===== config.mk =====
export PLATFORM = sky130hd
export DESIGN_NAME = uart_rx_ctrl
export DESIGN_NICKNAME = d
export VERILOG_FILES = /design/src/rtl/uart_pkg.sv /design/src/rtl/uart_rx_fifo.sv /design/src/rtl/uart_rx_ctrl.sv
export SDC_FILE = /design/constraint.sdc
export NUM_CORES = 1
export LEC_CHECK = 0
export BUFFER_PORTS_ARGS = -buffer_cell sky130_fd_sc_hd__buf_4
export CORE_MARGIN = 2
export CORE_UTILIZATION = 58
export CTS_CLUSTER_SIZE = 12
export DETAILED_ROUTE_END_ITERATION = 6
export HOLD_SLACK_MARGIN = 0.12
export PLACE_DENSITY_LB_ADDON = 0.2
export SYNTH_ARGS = -nofsm -noshare
export SYNTH_HDL_FRONTEND = slang
export SYNTH_SLANG_ARGS = --single-unit

===== constraint.sdc =====
create_clock -name Clock -period 2.82 [get_ports Clock]
set_clock_uncertainty 0.2 [all_clocks]
set_input_delay 0 -clock Clock [delete_from_list [all_inputs] [get_ports Clock]]
set_output_delay 0 -clock Clock [all_outputs]
set_load 0.01 [all_outputs]

===== src/rtl/uart_pkg.sv =====
// Shared definitions for the UART receive path: line codes, error-bit positions
// and the configuration sequencer state type.
package uart_pkg;

    localparam logic [1:0] Baud9600   = 2'b00;
    localparam logic [1:0] Baud19200  = 2'b01;
    localparam logic [1:0] Baud57600  = 2'b10;
    localparam logic [1:0] Baud115200 = 2'b11;

    localparam logic [1:0] ParityNone = 2'b00;
    localparam logic [1:0] ParityOdd  = 2'b01;
    localparam logic [1:0] ParityEven = 2'b10;

    localparam int unsigned ErrParityBit = 0;
    localparam int unsigned ErrStartBit  = 1;
    localparam int unsigned ErrStopBit   = 2;
    localparam int unsigned ErrW         = 3;
    localparam int unsigned DataW        = 8;

    typedef enum logic [0:0] {
        CfgIdle,
        CfgWait
    } cfgState_e;

    function automatic logic hasError(input logic [ErrW-1:0] err);
        return |err;
    endfunction

endpackage


===== src/rtl/uart_rx_fifo.sv =====
// Synchronous FIFO holding completed receive frames. Pointers carry one extra
// wrap bit so full and empty can be told apart without a separate counter.
module uart_rx_fifo
    import uart_pkg::*;
#(
    parameter int unsigned DEPTH = 4,
    parameter int unsigned WIDTH = 11
) (
    input  logic             Clock,
    input  logic             ResetN,
    input  logic             Push,
    input  logic [WIDTH-1:0] PushData,
    input  logic             Pop,
    output logic [WIDTH-1:0] PopData,
    output logic             Full,
    output logic             Empty
);

    localparam int unsigned IdxW = $clog2(DEPTH);
    localparam int unsigned PtrW = IdxW + 1;

    logic [WIDTH-1:0] mem [DEPTH];
    logic [PtrW-1:0]  wrPtrQ, rdPtrQ;
    logic             doPush, doPop;

    assign Empty = (wrPtrQ == rdPtrQ);
    assign Full  = (wrPtrQ[PtrW-1] != rdPtrQ[PtrW-1]) &&
                   (wrPtrQ[IdxW-1:0] == rdPtrQ[IdxW-1:0]);

    // A push into a full FIFO is only legal when the head leaves in the same cycle.
    assign doPop  = Pop && !Empty;
    assign doPush = Push && (!Full || doPop);

    always_ff @(posedge Clock) begin
        if (!ResetN) begin
            wrPtrQ <= '0;
            rdPtrQ <= '0;
        end else begin
            if (doPush) wrPtrQ <= wrPtrQ + 1'b1;
            if (doPop)  rdPtrQ <= rdPtrQ + 1'b1;
        end
    end

    always_ff @(posedge Clock) begin
        if (doPush) mem[wrPtrQ[IdxW-1:0]] <= PushData;
    end

    assign PopData = Empty ? '0 : mem[rdPtrQ[IdxW-1:0]];

endmodule


===== src/rtl/uart_rx_ctrl.sv =====
// Receive-side controller: defers baud/parity changes to frame gaps, buffers
// received frames with their error flags, and tracks overrun and error counts.
module uart_rx_ctrl
    import uart_pkg::*;
#(
    parameter int unsigned DEPTH        = 4,
    parameter int unsigned CNT_W        = 8,
    parameter logic [1:0]  RESET_BAUD   = 2'b00,
    parameter logic [1:0]  RESET_PARITY = 2'b00
) (
    input  logic             Clock,
    input  logic             ResetN,
    input  logic             CfgWrite,
    input  logic [1:0]       CfgBaud,
    input  logic [1:0]       CfgParity,
    output logic             CfgBusy,
    output logic [1:0]       BaudRate,
    output logic [1:0]       ParityType,
    input  logic             RxActive,
    input  logic             RxDone,
    input  logic [DataW-1:0] RxData,
    input  logic [ErrW-1:0]  RxError,
    output logic             OutValid,
    output logic [DataW-1:0] OutData,
    output logic [ErrW-1:0]  OutError,
    input  logic             OutReady,
    output logic             Overrun,
    output logic [CNT_W-1:0] ErrCount,
    input  logic             ClearStatus
);

    localparam int unsigned EntryW = ErrW + DataW;

    cfgState_e  stateQ, stateD;
    logic [3:0] shadowQ, shadowD;
    logic       commit;

    always_comb begin
        stateD  = stateQ;
        shadowD = shadowQ;
        commit  = 1'b0;
        unique case (stateQ)
            CfgIdle: begin
                if (CfgWrite) begin
                    shadowD = {CfgBaud, CfgParity};
                    stateD  = CfgWait;
                end
            end
            CfgWait: begin
                if (CfgWrite) begin
                    shadowD = {CfgBaud, CfgParity};
                end else if (!RxActive && !RxDone) begin
                    // Only a quiet line cycle is a safe point to retune the receiver.
                    commit = 1'b1;
                    stateD = CfgIdle;
                end
            end
            default: stateD = CfgIdle;
        endcase
    end

    always_ff @(posedge Clock) begin
        if (!ResetN) begin
            stateQ     <= CfgIdle;
            shadowQ    <= '0;
            BaudRate   <= RESET_BAUD;
            ParityType <= RESET_PARITY;
        end else begin
            stateQ  <= stateD;
            shadowQ <= shadowD;
            if (commit) begin
                BaudRate   <= shadowQ[3:2];
                ParityType <= shadowQ[1:0];
            end
        end
    end

    assign CfgBusy = (stateQ == CfgWait);

    logic              fifoFull, fifoEmpty, pop;
    logic [EntryW-1:0] headEntry;

    assign pop      = OutValid && OutReady;
    assign OutValid = !fifoEmpty;
    assign OutData  = headEntry[DataW-1:0];
    assign OutError = headEntry[EntryW-1:DataW];

    uart_rx_fifo #(
        .DEPTH (DEPTH),
        .WIDTH (EntryW)
    ) uFifo (
        .Clock    (Clock),
        .ResetN   (ResetN),
        .Push     (RxDone),
        .PushData ({RxError, RxData}),
        .Pop      (pop),
        .PopData  (headEntry),
        .Full     (fifoFull),
        .Empty    (fifoEmpty)
    );

    logic             dropEvent, errEvent;
    logic [CNT_W-1:0] errCountD;
    logic             overrunD;

    assign dropEvent = RxDone && fifoFull && !pop;
    assign errEvent  = RxDone && hasError(RxError);

    // Events take precedence over a coincident clear.
    always_comb begin
        errCountD = ErrCount;
        if (errEvent) begin
            if (ClearStatus)          errCountD = {{(CNT_W-1){1'b0}}, 1'b1};
            else if (ErrCount != '1)  errCountD = ErrCount + 1'b1;
        end else if (ClearStatus) begin
            errCountD = '0;
        end
        overrunD = Overrun;
        if (dropEvent)        overrunD = 1'b1;
        else if (ClearStatus) overrunD = 1'b0;
    end

    always_ff @(posedge Clock) begin
        if (!ResetN) begin
            ErrCount <= '0;
            Overrun  <= 1'b0;
        end else begin
            ErrCount <= errCountD;
            Overrun  <= overrunD;
        end
    end

endmodule


==> results.sh, run 1 <==
export IMPL_p_sw_w=0.000588
export IMPL_seq_area_frac_synth_pct=63.1
export IMPL_die_w_um=74.9
export IMPL_syn_area_per_cell_sq_um=14.9
export IMPL_drc=0
export IMPL_die_h_um=74.9
export IMPL_critical_path_class="reg2reg"
export IMPL_rows=25
export IMPL_diodes=0
export IMPL_hpwl_mm=3.35
export IMPL_clock_root_buffer="clkbuf_8"
export IMPL_grt_pass1_wl_mm=9.42
export IMPL_critPathCaptureType="flop"
export IMPL_antenna_found_initial=0
export IMPL_max_slew_margin_rel_pct=48.4
export IMPL_synth_compound_area_share_pct=5.66
export IMPL_post_route_period_util_pct=93.2
export IMPL_power_frac_comb_pct=19.7
export IMPL_drive_above_1_share_pct=26.6
export IMPL_path_max_fanout=5
export IMPL_n_fill_cell=264
export IMPL_p_sw_share_pct=25.1
export IMPL_clock_sinks=70
export IMPL_synth_edf_count=44
export IMPL_p_leak_nw=1.43
export IMPL_drt_iter0_drc=150
export IMPL_power_total_w=0.00234
export IMPL_synth_fa_ha_area_share_pct=2.57
export IMPL_routed_via_density=5.33
export IMPL_synthTopCellsByCount="edfxtp_1, dfxtp_1, nor2b_1"
export IMPL_coreArea_sq_um=4790
export IMPL_synth_nets=224
export IMPL_layout_nets=312
export IMPL_setup_violations_final=0
export IMPL_synth_top_cells_by_area="edfxtp_1, dfxtp_1, mux4_2, nor2b_1, mux2i_1"
export IMPL_synth_top_family_by_area="simple AND/OR/NAND/NOR gates"
export IMPL_synth_cell_types=38
export IMPL_fmax_ghz=0.380
export IMPL_die_area_sq_um=5620
export IMPL_wl_per_cell_um=16.1
export IMPL_met1_length_mm=2.43
export IMPL_fin_cells=356
export IMPL_grt_max_degree=24
export IMPL_grt_setup_unrepaired="no"
export IMPL_worst_skew_pair_late_latency_ps=340
export IMPL_cts_tree="yes"
export IMPL_hold_class="in2reg"
export IMPL_finalSetupTns_ps=0
export IMPL_io_pins=48
export IMPL_areaGrowthSynthToFinish_pct=31.9
export IMPL_initial_core_util_pct=61.0
export IMPL_muxShareOfSynthArea_pct=11.9
export IMPL_grt_pass1_vias=1962
export IMPL_ys_warn_count=0
export IMPL_place_inst=305
export IMPL_max_cap_viol_count=0
export IMPL_dr_pass1_iters=4
export IMPL_clk_path_buf_depth=2
export IMPL_cts_buffers_inserted=9
export IMPL_synth_simple_area_share_pct=13.0
export IMPL_status="completed"
export IMPL_slew_viol_final=0
export IMPL_post_synth_top_count_cell="edfxtp_1"
export IMPL_synth_xor_area_share_pct=2.40
export IMPL_htreeDepth=3
export IMPL_gp_congestion=0.811
export IMPL_critPathLaunchType="flop"
export IMPL_ys_ff_latch=70
export IMPL_p_int_w=0.00175
export IMPL_period_needed_ps=2630
export IMPL_clk_pin_slew_worst_paths_ps=70
export IMPL_arrival_ps=2710
export IMPL_synth_top_cell_by_area="edfxtp_1"
export IMPL_synthFlopType="edfxtp_1"
export IMPL_async_reset_ff_share_pct=0
export IMPL_p_per_area_nw_per_um2=607
export IMPL_synthesis_area_sq_um=2920
export IMPL_sequentialPowerShare_pct=51.2
export IMPL_top_layer="met4"
export IMPL_ir_drop_mv=0.351
export IMPL_worstPathRequired_ps=2900
export IMPL_overflow=0
export IMPL_wl_met3_um=214
export IMPL_hold_viol=0
export IMPL_syn_inst=196
export IMPL_ant_nets=0
export IMPL_pwr_share_clk_pct=29.1
export IMPL_vias=1899
export IMPL_synth_top_area_share_pct=45.3
export IMPL_portBuffers=47
export IMPL_grt_total_usage_pct=23.6
export IMPL_worst_slew_pin_slew_ps=764
export IMPL_dr_wl_met2_mm=2.99
export IMPL_wl_mm=5.73
export IMPL_worst_hold_slack_ps=215
## layout make-up
class | instances | area (sq um) | share of cell area [%]
Tap cell | 67 | 83.8 | 2.18
Sequential cell | 70 | 1840 | 47.8
Multi-Input combinational cell | 116 | 1040 | 27.0
Timing Repair Buffer | 83 | 711 | 18.5
Clock buffer | 14 | 153 | 3.96
Clock inverter | 2 | 8.76 | 0.227
Inverter | 4 | 15.0 | 0.390
## cells by family after synthesis
group | after synthesis
adders and majority gates | 6
DFF | 70
AOI/OAI and AO/OA | 21
buffers and inverters | 10
and+or+nand+nor | 60
xor gates and xnor gates | 8
muxes | 21
## registers in the layout, indices dropped and copies added, names as in the netlist, named ones only
name,flops
BaudRate,2
shadowQ,4
uFifo.mem,44
ErrCount,8
ParityType,2
uFifo.rdPtrQ,3
uFifo.wrPtrQ,3
CfgBusy,1
Overrun,1
## critical path: stages (launching register included)
cell,delay [ps]
dfxtp_1,430
ha_1,250
nand4_1,110
o21ai_1,230
nand4b_1,140
dlygate4sd3_1,600
nand2_1,90
dlygate4sd3_1,540
## per-layer routing
layer,global-route usage (%),vias to the layer above
li1,-,920
met4,11.7,0
met5,0,-
met2,40.0,55
met1,28.6,914
met3,5.09,10
## path summary, 6_finish.rpt
kind / slack, ps / end / cells after the start / start
worst max-delay path: 190 / ErrCount[0] / 7 / ErrCount[0]
worst min-delay path: 210 / uFifo.mem[1][0] / 2 / RxData[0]
worst max register to register: 190 / ErrCount[0] / 7 / ErrCount[0]
worst min register to register: 320 / uFifo.wrPtrQ[2] / 2 / uFifo.wrPtrQ[2]
## placed cells by master (no fill, tap or decap), types with 2 or more instances in the layout
cell type and n:
buf_4 48, xor2_1 3, and2_1 4, a211oi_1 4, o311ai_0 2, nor2_1 4
edfxtp_1 44, dlygate4sd3_1 35, inv_1 4, a41oi_1 2, a21oi_1 2, xnor2_1 5
nor3_1 4, nor2b_1 21, and2_2 3, ha_1 6, nand2_1 6, mux2i_1 10
clkbuf_8 10, clkbuf_1 4, and4_1 3, dfxtp_1 26, mux4_2 11, o21a_1 2
o21ai_0 2, nand2b_1 2, nand3_1 4, nand4b_1 2, and3_1 2
## repair_timing
action | CTS | global route
hold buffers | 35 | 0
resized for setup | 0 | 1
setup buffers | 0 | 0
endpoints found under the setup margin | 0 | 1
endpoints found under the hold margin | 70 | 0
## power by group through the flow
stage / clock, W / sequential, W / combinational (W)
2_1_floorplan: 0 / 0.00118 / 0.000276
3_3_place_gp: 0 / 0.00122 / 0.000416
3_5_place_dp: 0 / 0.00122 / 0.000424
4_1_cts: 0.000691 / 0.00120 / 0.000462
5_1_grt: 0.000732 / 0.00120 / 0.000508
6_report: 0.000681 / 0.00120 / 0.000460
## through the flow
stage / utilization, % / cell area (sq um) / setup WS (ps)
6_report: 80.5 / 3850 / 190
5_1_grt: 80.5 / 3850 / 84.3
4_1_cts: 80.5 / 3850 / 254
3_5_place_dp: 69.8 / 3340 / 920
3_3_place_gp: 69.8 / 3340 / 931
2_1_floorplan: - / 2920 / 1070
No activity file was read; power rests on OpenSTA's default activity.
==> run 2: changes to the inputs <==
clock period = 3.2 ns   (was 2.82 ns; I/O delays follow)
==> results.sh, run 2 (synthesized netlist as in run 1, its figures left out) <==
export IMPL_hold_viol=0
export IMPL_gp_congestion=0.811
export IMPL_p_leak_nw=1.44
export IMPL_drive_above_1_share_pct=26.6
export IMPL_wl_per_cell_um=17.0
export IMPL_critPathLaunchType="flop"
export IMPL_setup_violations_final=0
export IMPL_antenna_found_initial=0
export IMPL_die_h_um=74.9
export IMPL_clock_sinks=70
export IMPL_ant_nets=0
export IMPL_overflow=0
export IMPL_grt_total_usage_pct=24.1
export IMPL_status="completed"
export IMPL_clk_path_buf_depth=2
export IMPL_portBuffers=47
export IMPL_setup_ws_ps=575
export IMPL_post_route_period_util_pct=82.0
export IMPL_drc=0
export IMPL_slew_viol_final=0
export IMPL_period_needed_ps=2630
export IMPL_io_pins=48
export IMPL_fin_util_pct=81.0
export IMPL_grt_pass1_vias=1945
export IMPL_critical_path_class="reg2reg"
export IMPL_grt_pass1_wl_mm=9.54
export IMPL_diodes=0
export IMPL_clock_root_buffer="clkbuf_8"
export IMPL_place_inst=305
export IMPL_cts_tree="yes"
export IMPL_worst_skew_pair_late_latency_ps=330
export IMPL_grt_setup_unrepaired="no"
export IMPL_clk_pin_slew_worst_paths_ps=70
export IMPL_fin_area_sq_um=3880
export IMPL_wl_mm=6.06
export IMPL_initial_core_util_pct=61.0
export IMPL_most_common_layout_cells="buf_4, edfxtp_1, dlygate4sd3_1"
export IMPL_final_common_cell="buf_4"
export IMPL_critPathLaunch="ErrCount[0]"
export IMPL_place_area_sq_um=3340
export IMPL_max_cap_viol_count=0
export IMPL_worstPathRequired_ps=3280
export IMPL_max_slew_margin_rel_pct=48.8
export IMPL_min_from="RxData[0]"
export IMPL_cts_resized=0
export IMPL_r2r_setup_slack_ps=570
export IMPL_die_area_sq_um=5620
export IMPL_critPathCaptureType="flop"
export IMPL_postCtsHoldBufs=35
export IMPL_finalSetupTns_ps=0
export IMPL_p_per_area_nw_per_um2=554
export IMPL_fin_cells=356
export IMPL_htreeDepth=3
export IMPL_fmax_ghz=0.381
export IMPL_hold_class="in2reg"
export IMPL_drt_iter0_drc=145
export IMPL_worst_slew_pin_slew_ps=758
export IMPL_routed_via_density=5.46
export IMPL_grt_max_degree=24
export IMPL_areaGrowthSynthToFinish_pct=32.8
export IMPL_post_cts_setup_buffers=0
export IMPL_dr_pass1_iters=4
export IMPL_cts_buffers_inserted=9
export IMPL_coreArea_sq_um=4790
export IMPL_arrival_ps=2700
export IMPL_regToRegStartpoint="ErrCount[0]"
export IMPL_die_w_um=74.9
export IMPL_vias=1943
export IMPL_layout_nets=312
export IMPL_dp_slack_ps=1290
export IMPL_rows=25
export IMPL_path_max_fanout=5
export IMPL_largest_reg_flops=44
export IMPL_ir_drop_mv=0.301
export IMPL_hpwl_mm=3.35
[run 2: cell count changes in the layout (fill, tap and decap cells not counted), sizes merged]
cell    delta
bufinv     +1
clkinv     -2
clkbuf     +1
[run 2: per-layer routing]
layer | GRT usage, % | vias up | wire (um)
met5 | 0 | - | 0
met4 | 11.3 | 0 | 159
met3 | 6.83 | 16 | 307
met2 | 41.4 | 74 | 3180
met1 | 27.8 | 933 | 2410
li1 | - | 920 | -
[run 2: layout make-up]
class                           count  area (sq um)
Fill cell                         264           910
Timing Repair Buffer               83           711
Tap cell                           67          83.8
Clock buffer                       15           156
Inverter                            4          15.0
Clock inverter                      1          30.0
Sequential cell                    70          1840
Multi-Input combinational cell    116          1040
[run 2: path summary, 6_finish.rpt]
kind | endpoint | cells after the start
max | ErrCount[0] | 7
min | uFifo.mem[3][0] | 2
max reg2reg | ErrCount[0] | 7
min reg2reg | uFifo.wrPtrQ[2] | 2
[run 2: through the flow]
step | hold slack, ps | power [W]
3_3_place_gp | 4.93 | 0.00144
4_1_cts | 187 | 0.00216
2_1_floorplan | -101 | 0.00129
5_1_grt | 207 | 0.00224
3_5_place_dp | 7.57 | 0.00145
6_report | 217 | 0.00215
[run 2: report_power, final]
group	internal (W)	leakage (nW)	switching, W
clock	0.000384	0.0919	0.000298
combinational	0.000237	0.733	0.000173
sequential	0.00101	0.616	0.0000488
[run 2: critical path, cell delays in order (launching register included)]
cell and delay [ps]:
dfxtp_1 430, ha_1 260, nand4_1 100, o21ai_0 280, nand4b_1 130, dlygate4sd3_1 570, nand2_1 70, dlygate4sd3_1 530
